==> src/rtl/alu_pkg.sv <==
// Purpose: shared opcode, FSM state and flag definitions for the sequential ALU.
// Ports: none (package).
package alu_pkg;

  // Operation encodings carried on the op input
  typedef enum logic [2:0] {
    OP_NOP     = 3'b000,
    OP_ADD     = 3'b001,
    OP_NAND    = 3'b010,
    OP_COMPARE = 3'b011,
    OP_SHL     = 3'b100,
    OP_SRA     = 3'b101,
    OP_EQUAL   = 3'b110,
    OP_EFFADDR = 3'b111
  } op_t;

  // Control FSM states
  typedef enum logic [1:0] {
    ST_IDLE  = 2'b00,
    ST_SHIFT = 2'b01,
    ST_DONE  = 2'b10
  } state_t;

  // Result flag bundle
  typedef struct packed {
    logic zero;
    logic slt;
    logic carry;
  } flags_t;

  localparam flags_t FLAGS_CLR = '{zero: 1'b0, slt: 1'b0, carry: 1'b0};

  // True for the two iterative shift opcodes
  function automatic logic is_shift(input op_t op);
    return (op == OP_SHL) || (op == OP_SRA);
  endfunction

endpackage

==> src/rtl/alu_seq_shifter.sv <==
// Purpose: iterative one-bit-per-cycle shl/sra engine with a down-counter.
// Ports:
//   clk, reset  - clock, synchronous active-high reset
//   i_load      - capture i_data/i_shamt/i_sra as a new shift job
//   i_data      - value to shift
//   i_shamt     - number of single-bit steps to perform
//   i_sra       - 1: arithmetic right shift, 0: left shift with zero fill
//   i_step      - advance one bit position while steps remain
//   o_next_c    - value after the next step (combinational from registers)
//   o_last_c    - exactly one step remains (combinational from registers)
module alu_seq_shifter
  import alu_pkg::*;
#(
  parameter int unsigned WIDTH   = 8,
  parameter int unsigned SHAMT_W = 3
) (
  input  logic               clk,
  input  logic               reset,
  input  logic               i_load,
  input  logic [WIDTH-1:0]   i_data,
  input  logic [SHAMT_W-1:0] i_shamt,
  input  logic               i_sra,
  input  logic               i_step,
  output logic [WIDTH-1:0]   o_next_c,
  output logic               o_last_c
);

  logic [WIDTH-1:0]   r_value;
  logic [SHAMT_W-1:0] r_count;
  logic               r_sra;

  // Single-bit step: sra replicates the MSB, shl fills zero at the LSB
  assign o_next_c = r_sra ? {r_value[WIDTH-1], r_value[WIDTH-1:1]}
                          : {r_value[WIDTH-2:0], 1'b0};
  assign o_last_c = (r_count == SHAMT_W'(1));

  // Job registers and remaining-step counter
  always_ff @(posedge clk) begin
    if (reset) begin
      r_value <= '0;
      r_count <= '0;
      r_sra   <= 1'b0;
    end else if (i_load) begin
      r_value <= i_data;
      r_count <= i_shamt;
      r_sra   <= i_sra;
    end else if (i_step && (r_count != '0)) begin
      r_value <= o_next_c;
      r_count <= r_count - SHAMT_W'(1);
    end
  end

endmodule

==> src/rtl/alu_seq_unit.sv <==
// Purpose: handshaked ALU; single-cycle ops finish in one cycle, shifts iterate
//          one bit per cycle through alu_seq_shifter. All outputs registered.
// Ports:
//   clk, reset          - clock, synchronous active-high reset
//   in_valid / in_ready - request handshake (in_ready only in IDLE)
//   op, data1, data2    - opcode and operands, captured on acceptance
//   shamt               - shift count for shl/sra
//   out_valid/out_ready - result handshake (out_valid only in DONE)
//   result, zero, slt, carry - result and flags, held while out_valid
module alu_seq_unit
  import alu_pkg::*;
#(
  parameter int unsigned WIDTH   = 8,
  parameter int unsigned SHAMT_W = 3
) (
  input  logic               clk,
  input  logic               reset,
  input  logic               in_valid,
  output logic               in_ready,
  input  logic [2:0]         op,
  input  logic [WIDTH-1:0]   data1,
  input  logic [WIDTH-1:0]   data2,
  input  logic [SHAMT_W-1:0] shamt,
  output logic               out_valid,
  input  logic               out_ready,
  output logic [WIDTH-1:0]   result,
  output logic               zero,
  output logic               slt,
  output logic               carry
);

  localparam int unsigned SUM_W = WIDTH + 1;

  state_t           r_state;
  state_t           w_next_state;
  logic             r_in_ready;
  logic             r_out_valid;
  logic [WIDTH-1:0] r_result;
  logic [WIDTH-1:0] w_result_d;
  flags_t           r_flags;
  flags_t           w_flags_d;
  op_t              w_op;
  logic             w_accept;
  logic             w_shift_load;
  logic             w_shift_last;
  logic [WIDTH-1:0] w_shift_next;
  logic [SUM_W-1:0] w_sum;

  assign w_op         = op_t'(op);
  assign w_accept     = in_valid && (r_state == ST_IDLE);
  // Zero-length shifts bypass the iterative path
  assign w_shift_load = w_accept && is_shift(w_op) && (shamt != '0);
  assign w_sum        = SUM_W'(data1) + SUM_W'(data2);

  alu_seq_shifter #(
    .WIDTH   (WIDTH),
    .SHAMT_W (SHAMT_W)
  ) u_shifter (
    .clk      (clk),
    .reset    (reset),
    .i_load   (w_shift_load),
    .i_data   (data1),
    .i_shamt  (shamt),
    .i_sra    (w_op == OP_SRA),
    .i_step   (r_state == ST_SHIFT),
    .o_next_c (w_shift_next),
    .o_last_c (w_shift_last)
  );

  // State register
  always_ff @(posedge clk) begin
    if (reset) begin
      r_state <= ST_IDLE;
    end else begin
      r_state <= w_next_state;
    end
  end

  // Next-state logic
  always_comb begin
    w_next_state = r_state;
    unique case (r_state)
      ST_IDLE: begin
        if (w_accept) begin
          w_next_state = w_shift_load ? ST_SHIFT : ST_DONE;
        end
      end
      ST_SHIFT: begin
        if (w_shift_last) begin
          w_next_state = ST_DONE;
        end
      end
      ST_DONE: begin
        if (out_ready) begin
          w_next_state = ST_IDLE;
        end
      end
      default: w_next_state = ST_IDLE;
    endcase
  end

  // Output next-values: computed at acceptance, or at the final shift step
  always_comb begin
    w_result_d = r_result;
    w_flags_d  = r_flags;
    if (w_accept) begin
      w_result_d = '0;
      w_flags_d  = FLAGS_CLR;
      case (w_op)
        OP_ADD: begin
          w_result_d      = w_sum[WIDTH-1:0];
          w_flags_d.carry = w_sum[WIDTH];
        end
        OP_NAND: begin
          w_result_d = ~(data1 & data2);
        end
        OP_COMPARE: begin
          w_flags_d.slt  = (data1 < data2);
          w_flags_d.zero = (data1 < data2);
        end
        OP_SHL, OP_SRA: begin
          if (shamt == '0) begin
            w_result_d = data1;
          end
        end
        OP_EQUAL: begin
          w_flags_d.zero = (data1 == data2);
        end
        OP_EFFADDR: begin
          // All-ones minus the sum is its bitwise complement
          w_result_d      = ~w_sum[WIDTH-1:0];
          w_flags_d.carry = w_sum[WIDTH];
        end
        default: begin
          w_result_d = '0;
        end
      endcase
    end else if ((r_state == ST_SHIFT) && w_shift_last) begin
      w_result_d = w_shift_next;
    end
  end

  // Output registers; handshake flags track the state being entered
  always_ff @(posedge clk) begin
    if (reset) begin
      r_in_ready  <= 1'b1;
      r_out_valid <= 1'b0;
      r_result    <= '0;
      r_flags     <= FLAGS_CLR;
    end else begin
      r_in_ready  <= (w_next_state == ST_IDLE);
      r_out_valid <= (w_next_state == ST_DONE);
      r_result    <= w_result_d;
      r_flags     <= w_flags_d;
    end
  end

  assign in_ready  = r_in_ready;
  assign out_valid = r_out_valid;
  assign result    = r_result;
  assign zero      = r_flags.zero;
  assign slt       = r_flags.slt;
  assign carry     = r_flags.carry;

endmodule

==> config.mk <==
export PLATFORM = sky130hd
export DESIGN_NAME = alu_seq_unit
export DESIGN_NICKNAME = d
export VERILOG_FILES = /design/src/rtl/alu_pkg.sv /design/src/rtl/alu_seq_shifter.sv /design/src/rtl/alu_seq_unit.sv
export SDC_FILE = /design/constraint.sdc
export NUM_CORES = 1
export LEC_CHECK = 0
export CAP_MARGIN = 5
export CORE_MARGIN = 3
export CORE_UTILIZATION = 36
export CTS_CLUSTER_DIAMETER = 80
export DETAILED_ROUTE_END_ITERATION = 10
export PLACE_DENSITY = 0.69
export SLEW_MARGIN = 25
export SYNTH_ARGS = -nofsm -noshare
export SYNTH_HDL_FRONTEND = slang
export SYNTH_HIERARCHICAL = 1
export SYNTH_SLANG_ARGS = --single-unit
==> constraint.sdc <==
create_clock -name clk -period 2.48 [get_ports clk]
set_clock_uncertainty 0.15 [all_clocks]
set_input_delay 0.496 -clock clk [delete_from_list [all_inputs] [get_ports clk]]
set_output_delay 0.496 -clock clk [all_outputs]
set_load 0.02 [all_outputs]
---- After elaboration in Yosys (flattened, before gate mapping) ----
Cells that the tools add are included.
storage, ports and cells
  register bits ........................... 27
  output and inout bits ................... 13
operators by class
  equality and inequality tests ........... 12
  muxes and demuxes ....................... 17
  bitwise gates (word level) .............. 3
  add/subtract/negate cells ............... 2
  magnitude comparators ................... 1
  reductions and logical operators ........ 15
operators by type and width
  operator                                                               number
  8-bit 2-to-1 mux                                                       6
  8-bit one-hot mux with 4 select lines                                  1
  8-bit NOT                                                              2
  3-bit equality test, second input constant                             4
  8-bit by 8-bit adder with 9-bit output                                 1
  8-bit bitwise AND                                                      1
  8-bit equality test                                                    1
  8-bit < comparator                                                     1
  2-bit 2-to-1 mux                                                       4
  3-bit by 1-bit equality test with 1-bit output, second input constant  2
  3-bit by 2-bit equality test with 1-bit output, second input constant  2
  3-bit 2-to-1 mux                                                       2
  2-bit one-hot mux with 3 select lines                                  1
  3-bit nonzero test                                                     2
  1-bit logical AND                                                      5
  2-bit equality test, second input constant                             2
  2-bit zero test                                                        2
  2-bit nonzero test                                                     2
  2-bit OR reduction                                                     2
  3-bit zero test                                                        1
  3-bit by 1-bit subtractor with 3-bit output, second input constant     1
  2-bit by 1-bit equality test with 1-bit output, second input constant  1
  1-bit 2-to-1 mux                                                       2
  1-bit one-hot mux with 2 select lines                                  1
  1-bit logical OR                                                       1

---- Depth between registers and ports, before layout ----
Gate-level depths: netlist of the first run.
  depth in word-level cells ............... 8
  gate-level depth with buffers ........... 9
  mapped depth without buffers ............ 8

---- By module ----
Netlist of the first run, hierarchy kept.
modules (own cells, without submodules)
  module           cells an instance  times used  seq. area each (um^2)  area each (um^2)
  alu_seq_unit     221                1           300.3                  1682.9
  alu_seq_shifter  86                 1           240.2                  803.3

---- Worst setup path after synthesis of the first run ----
No wires, ideal clock.
  path type ............................... input to register
  from .................................... in data1[0]
  to ...................................... reg r_result[6], in the netlist result[6]
  required time ........................... 2197 ps
  path buffers ............................ 0
  cell stages on the path ................. 7
  arrival time ............................ 2050 ps
  library setup time ...................... 133 ps
  path slack .............................. 146 ps
  cell sequence ........................... ha_1 -> fa_1 -> nor2b_1 -> o21ai_0 -> a21oi_1 -> a2111oi_0 -> nor3_1
on the way
  word-level cells in the longest chain between the ends .. 4
ends and longest elaborated chain
  what                                        line                 text
  from (decl)                                 alu_seq_unit.sv:21   input logic [WIDTH-1:0] data1,
  8-bit by 8-bit adder with 9-bit output (*)  alu_seq_unit.sv:53   assign w_sum = SUM_W'(data1) + SUM_W'(data2);
  8-bit NOT                                   alu_seq_unit.sv:131  w_result_d = ~w_sum[WIDTH-1:0];
  8-bit one-hot mux with 4 select lines (*)   alu_seq_unit.sv:109  case (w_op)
  8-bit 2-to-1 mux (*)                        alu_seq_unit.sv:106  if (w_accept) begin
  to (signal assigned)                        alu_seq_unit.sv:153  r_result <= w_result_d;
  to (decl)                                   alu_seq_unit.sv:38   logic [WIDTH-1:0] r_result;
Mark *: on every way between the ends. The rest lies on a longest branch, timed or not.
A chain may end at the register's enable or synchronous reset.

---- Worst setup path in the final report of the first run ----
  from .................................... in data2[4]
  to ...................................... reg r_result[7], in the netlist result[7]
on the way
  word-level cells in the longest chain between the ends .. 4
ends and longest elaborated chain
  what                                        line                 text
  from (decl)                                 alu_seq_unit.sv:22   input logic [WIDTH-1:0] data2,
  8-bit by 8-bit adder with 9-bit output (*)  alu_seq_unit.sv:53
  8-bit NOT                                   alu_seq_unit.sv:131
  8-bit one-hot mux with 4 select lines (*)   alu_seq_unit.sv:109
  8-bit 2-to-1 mux (*)                        alu_seq_unit.sv:106
Marks and branches as above.

==> impl_metrics.tcl, run 1 <==
set metrics [dict create \
    period_share_pct 97.1 \
    fin_crit_ps 2410 \
    placed_area_um2 3380 \
    ys.flop_type "dfxtp_1" \
    cts-root-buf "clkbuf_8" \
    ant_nets 0 \
    layout-drive-gt1-share_pct 27.4 \
    syn_nets 353 \
    synth.top_cell.area_share_pct 21.7 \
    grt_remaining_overflow 0 \
    power_switching_mw 0.436 \
    gp_congestion 0.890 \
    yosys.area_share.adder_pct 10.4 \
    slew_viol_final 0 \
    rsz0062_at_grt "yes" \
    rows 29 \
    post-place-cells 473 \
    critPathLaunchType "input pin" \
    vdd_drop_max_uv 188 \
    pwr-share-clk_pct 20.5 \
    n_fill_cell 609 \
    cts.clk_slew.worst_paths_ps 100 \
    drt-initial-drc-count 166 \
    wl_per_cell_um 15.7 \
    synth.most_common_cell "dfxtp_1" \
    yosys-top-cells-area "dfxtp_1, ha_1, a21oi_1, mux2_2, nand2_1" \
    worstPathMaxFanout 4 \
    start_util_pct 38.1 \
    synth.avg_cell_area_um2 8.10 \
    r2r_end "result[6]" \
    clock-sinks 27 \
    arrival_ps 2430 \
    holdBufCountCts 0 \
    outcome "completed" \
    syn_inst 307 \
    required_ps 2500 \
    grt_antenna_before_repair 0 \
    stdcell_area_um2 3520 \
    post-dp-hpwl_um 5960 \
    cap_violations 0 \
    combPwrFrac_pct 42.6 \
    hold_end "carry" \
    ff2ff_path_depth 8 \
    synth_commonest_cells "dfxtp_1, nand2_1, nor2_1" \
    drt_first_pass_iters 4 \
    hp-start "carry" \
    async_flop_share_pct 0 \
    synthMuxAreaShare_pct 4.38 \
    worst_pin_slew_ps 575 \
    die-area_um2 7940 \
    crit_path_end_kind "flop" \
    critical_path_class "input pin to flop" \
    fin_nets 448 \
    grt_pass1_vias 2523 \
    synth_area_um2 2490 \
    finalHoldViolCount 0 \
    port-buffer-count 38 \
    r2r_setup_slack_ps 260 \
    whs_ps 337 \
    p_int_mw 0.855 \
    htree_levels 1 \
    routed_wl_um 7520 \
    cts_buffers 3 \
    synth_cell_types 69 \
    core_um2 6530 \
    grt_use_total_pct 18.9 \
    yosysSeqAreaShare_pct 21.7 \
    max_stage_delay_ps 480 \
    die_x_um 89.1 \
    maxSlewHeadroom_pct 61.6 \
    avgViaCountPerCell 5.52 \
    antenna_cells 0 \
    clk_path_buf_depth 2 \
    synth-edff-count 0 \
    cpMaxStageDelayCell "clkdlybuf4s50_1" \
    insertion_delay_ps 280 \
    switching_share_pct 33.8 \
    post-route-drc-count 0 \
    synth_xor_area_share_pct 0.705 \
    yosys_warnings 6 \
    worstSetupStartpoint "data2[4]" \
    grt_max_degree 18 \
    p_leak_nw 1.51 \
    max_freq_ghz 0.415 \
    fin_setup_tns_ps 0 \
    num_vias 2637 \
    preCtsSetupSlack_ps -523 \
    powerDensity_nw_per_um2 366 \
    hold_class "flop to flop" \
    synth_top_area_cell "dfxtp_1" \
    pwr-share-seq_pct 36.9 \
    synth-compound-area-share_pct 23.2 \
    cts_tree "built" \
    r2r_start "u_shifter/r_count[1]" \
    hold_depth 2 \
    setup_ws_ps 72.7 \
    die_height_um 89.1 \
    synth_top_family_by_area "simple AND/OR/NAND/NOR gates" \
    final_cells 478 \
    ys_ff_latch 27 \
    grt_pass1_wl_um 12000 \
    io_pins 39 \
    syn2layout_area_growth_pct 41.7 \
    crit_chain "clkdlybuf4s50_1 > inv_1 > ha_1 > nor2b_2 > or4b_1 > mux2i_1 > o21ba_1 > nor3_2" \
    setup_violations 0 \
    synth-simple-area-share_pct 33.0 \
]
-- worst max path at each step --
stage	to	slack, ps	depth (start not counted)
after floorplan	result[6]	150	7
after global placement	result[6]	-440	8
after detailed placement	result[6]	-520	8
after CTS	result[6]	10	9
after global routing	result[7]	-3	8
final	result[7]	70	8
-- layout make-up --
cell class	instances	area, um^2	share of cell area [%]
clock inverter	1	7.51	0.213
sequential	27	541	15.3
clock buffer	3	41.3	1.17
multi-input combinational	246	1860	52.8
timing repair buffer	108	916	26.0
tap	77	96.3	2.73
inverter	16	60.1	1.70
-- worst max-delay path, delay by kind of cell --
family                     cells  cell delay, ps
adders and majority gates      1             340
muxes                          1             260
buffers and inverters          2             530
AOI/OAI and AO/OA              1             200
and+or+nand+nor                3             600
-- placed cells by master, fill, tap and decap left out, drive strengths merged, types with 4 or more instances in the layout --
master / Yosys / layout
or3: 4 / 4
a21oi: 17 / 17
a2111oi: 4 / 4
nor3b: 7 / 7
nand4: 9 / 9
nand2: 21 / 21
o21ai: 7 / 7
buf: 14 / 70
inv: 16 / 16
a21o: 4 / 4
nor3: 11 / 11
and2: 5 / 5
dfxtp: 27 / 27
nor2b: 11 / 11
nand3: 4 / 4
or3b: 8 / 8
nand2b: 13 / 13
a211oi: 7 / 7
mux2: 7 / 7
dlymetal6s2s: 0 / 4
nor2: 22 / 22
clkdlybuf4s50: 0 / 34
ha: 19 / 19
o221ai: 7 / 7
-- registers in the layout (all words and copies together) (netlist names) --
name	count
r_state	2
in_ready	1
out_valid	1
carry	1
u_shifter/r_sra	1
result	8
zero	1
u_shifter/r_count	3
slt	1
u_shifter/r_value	8
-- routing by layer --
metal / GRT usage, % / up-vias / share of wire (%)
met5: 0 / - / 0
met3: 1.66 / 8 / 4.2
li1: - / 1330 / -
met4: 5.01 / 0 / 1.3
met1: 24.3 / 1234 / 44
met2: 33.8 / 65 / 50
-- logic make-up after synthesis --
logic type,Yosys count
buffers and inverters,34
multiplexers,10
AO/OA/AOI/OAI,78
AND/OR/NAND/NOR,136
adder cells (fa/ha/maj),20
flip-flops,27
XOR/XNOR,2
-- per-stage QoR --
step | util (%) | total power [mW]
5_1_grt | 53.9 | 1.36
3_3_place_gp | 51.7 | 0.995
6_report | 53.9 | 1.29
4_1_cts | 52.7 | 1.28
2_1_floorplan | - | 0.759
3_5_place_dp | 51.7 | 1.00
-- repair_timing --
item                       CTS  global route
pin swaps                    2             7
buffers inserted             0             1
gates resized for setup      7            15
setup endpoints to repair    3             6
-- power groups by stage --
stage,Clock [mW],Sequential [mW],Combinational (mW)
after floorplan,0,0.504,0.256
after global placement,0,0.486,0.509
after detailed placement,0,0.486,0.518
after CTS,0.273,0.476,0.527
after global routing,0.287,0.479,0.598
final,0.265,0.477,0.549
Power figures use the tool's default switching activity.
==> run 2: changes to the inputs <==
- SLEW_MARGIN: 25 -> 20
==> results of run 2 <==
Same layout as run 1: the final DEF is identical, and so are final timing and power.
==> run 3: changes to the inputs <==
- CORE_UTILIZATION: 36 -> 24
- GPL_TIMING_DRIVEN: not set -> 0
- PLACE_DENSITY: 0.69 -> 0.55
- clock period: 2.48 -> 2.2 ns (I/O delays scaled with it)
==> run 3 against run 2 <==
First-iteration DRC count is 42% lower. Design area is 3.9% lower. Setup slack worse by 15 ps. Hold slack worse by 11 ps. Final cell count is 1.9% higher. Core utilization is 20 points lower. Register-to-register slack worse by 160 ps. Sequential power is 13% higher. Routed wire length is 4.4% higher. Combinational power is 5.6% higher. Clock power is 12% higher. Largest cell class unchanged.
==> impl_metrics.tcl, run 3 (same netlist as run 1, synthesis figures left out) <==
set metrics [dict create \
    antenna_cells 0 \
    hold_depth 3 \
    slew_viol_final 0 \
    grt_max_degree 16 \
    htree_levels 1 \
    ant_nets 0 \
    hold_end "u_shifter/r_count[0]" \
    crit_chain "clkdlybuf4s50_1 > inv_1 > ha_4 > nor2_4 > o21ai_2 > a21o_1 > a2111oi_4 > nor3_1" \
    die-area_um2 11600 \
    setup_ws_ps 57.5 \
    syn2layout_area_growth_pct 36.2 \
    grt_pass1_wl_um 12900 \
    cap_violations 0 \
    worstPathMaxFanout 5 \
    n_fill_cell 1082 \
    cts.clk_slew.worst_paths_ps 100 \
    max_freq_ghz 0.467 \
    r2r_end "u_shifter/r_value[6]" \
    grt_antenna_before_repair 0 \
    num_vias 2478 \
    r2r_start "r_state[0]" \
    hold_class "input pin to flop" \
    drt-initial-drc-count 96 \
    grt_use_total_pct 13.7 \
    cpMaxStageDelayCell "clkdlybuf4s50_1" \
    critical_path_class "input pin to flop" \
    grt_pass1_vias 2488 \
    post-dp-hpwl_um 5890 \
    crit_path_end_kind "flop" \
    p_total_mw 1.42 \
    clk_path_buf_depth 2 \
    preCtsSetupSlack_ps -901 \
    r2r_setup_slack_ps 100 \
    cp_top_family "compound AO/OA/AOI/OAI gates" \
    insertion_delay_ps 280 \
    start_util_pct 25.1 \
    avgViaCountPerCell 5.09 \
    routed_wl_um 7850 \
    grt_remaining_overflow 0 \
    cts_tree "built" \
    path_buf_inv 2 \
    layout-drive-gt1-share_pct 26.3 \
    finalHoldViolCount 0 \
    ff2ff_path_depth 8 \
    io_pins 39 \
    die_height_um 108 \
    outcome "completed" \
    hp-start "shamt[0]" \
    final_common_cell "dfxtp_1" \
    required_ps 2220 \
    period_share_pct 97.4 \
    arrival_ps 2160 \
    core_um2 9910 \
    clock-sinks 27 \
    die_x_um 108 \
    fin_util_pct 34.2 \
    drt_first_pass_iters 5 \
    final_cells 487 \
    powerDensity_nw_per_um2 419 \
    vdd_drop_max_uv 227 \
    critPathLaunchType "input pin" \
    rsz0062_at_grt "yes" \
    rows 36 \
    p_leak_nw 1.32 \
    worst_pin_slew_ps 491 \
    fin_crit_ps 2140 \
    gp_congestion 0.817 \
    wl_per_cell_um 16.1 \
    maxSlewHeadroom_pct 67.3 \
    fin_nets 401 \
    setup_violations 0 \
    port-buffer-count 37 \
    cts_buffers 3 \
    post-place-cells 477 \
    cts-root-buf "clkbuf_8" \
    fin_setup_tns_ps 0 \
    max_stage_delay_ps 490 \
    most-common-layout-cells "dfxtp_1, nand2_1, nor2_1, clkdlybuf4s50_1, a21oi_1" \
    post-route-drc-count 0 \
]
==> run 3: changes by cell type in the layout (fill, tap and decap cells not counted), sizes merged <==
cell / previous run / this run
clkbuf: 3 / 10
clkinvlp: 1 / 0
clkinv: 0 / 1
clkdlybuf4s50: 34 / 19
dlygate4sd2: 0 / 12
buf: 70 / 19
==> run 3: timing repair <==
| action | CTS | global route |
|---|---|---|
| buffers inserted | 8 | 0 |
| gates resized for setup | 55 | 31 |
| setup endpoints to repair | 23 | 15 |
| hold buffers | 0 | 0 |
| pin swaps | 14 | 7 |
==> run 3: worst max-delay path by stage <==
stage                     startpoint               to  slack [ps]  cells after the start
final                       data2[3]        result[6]          60                      8
after global routing           reset        result[7]          -4                      7
after CTS                   data2[4]        result[7]           2                      8
after detailed placement    in_valid  u_shifter/r_sra        -900                     10
after global placement      in_valid  u_shifter/r_sra        -870                     10
after floorplan             data1[0]        result[6]         0.5                      7
==> run 3: report_power, final <==
group	switching [mW]	internal [mW]	total, mW	leakage [nW]
Sequential	0.0220	0.519	0.541	0.221
Clock	0.169	0.127	0.297	0.0255
Combinational	0.310	0.270	0.580	1.07
==> run 3: area by class of cell <==
type | count | area [um^2] | area share, %
inverters | 16 | 60.1 | 1.77
well taps | 133 | 166 | 4.91
clock buffers | 3 | 41.3 | 1.22
multi-input cells | 246 | 2040 | 60.3
plain buffers | 16 | 114 | 3.36
repair buffers | 45 | 415 | 12.3
clock inverters | 1 | 5.00 | 0.148
flip-flops and latches | 27 | 543 | 16.0
==> run 3: tightest hold or removal path: stages <==
cell	delay (ps)
dlymetal6s2s_1	150
inv_1	70
a2111oi_2	60
==> run 3: layer usage <==
metal  wire (um)  global-route usage (%)  vias to the layer above  share of wire [%]
met5           0                       0                        -                  0
met4         110                    3.34                        0                1.4
met3         266                    1.56                        7                3.4
met2        3620                    22.0                       56                 46
met1        3850                    19.5                     1184                 49
li1            -                       -                     1231                  -
==> run 3: per-stage QoR <==
stage               hold WS (ps)  area, um^2
finish                       327        3390
global route                 345        3390
CTS                          344        3280
detailed placement           327        3020
global placement             323        3020
floorplan                    326        2490
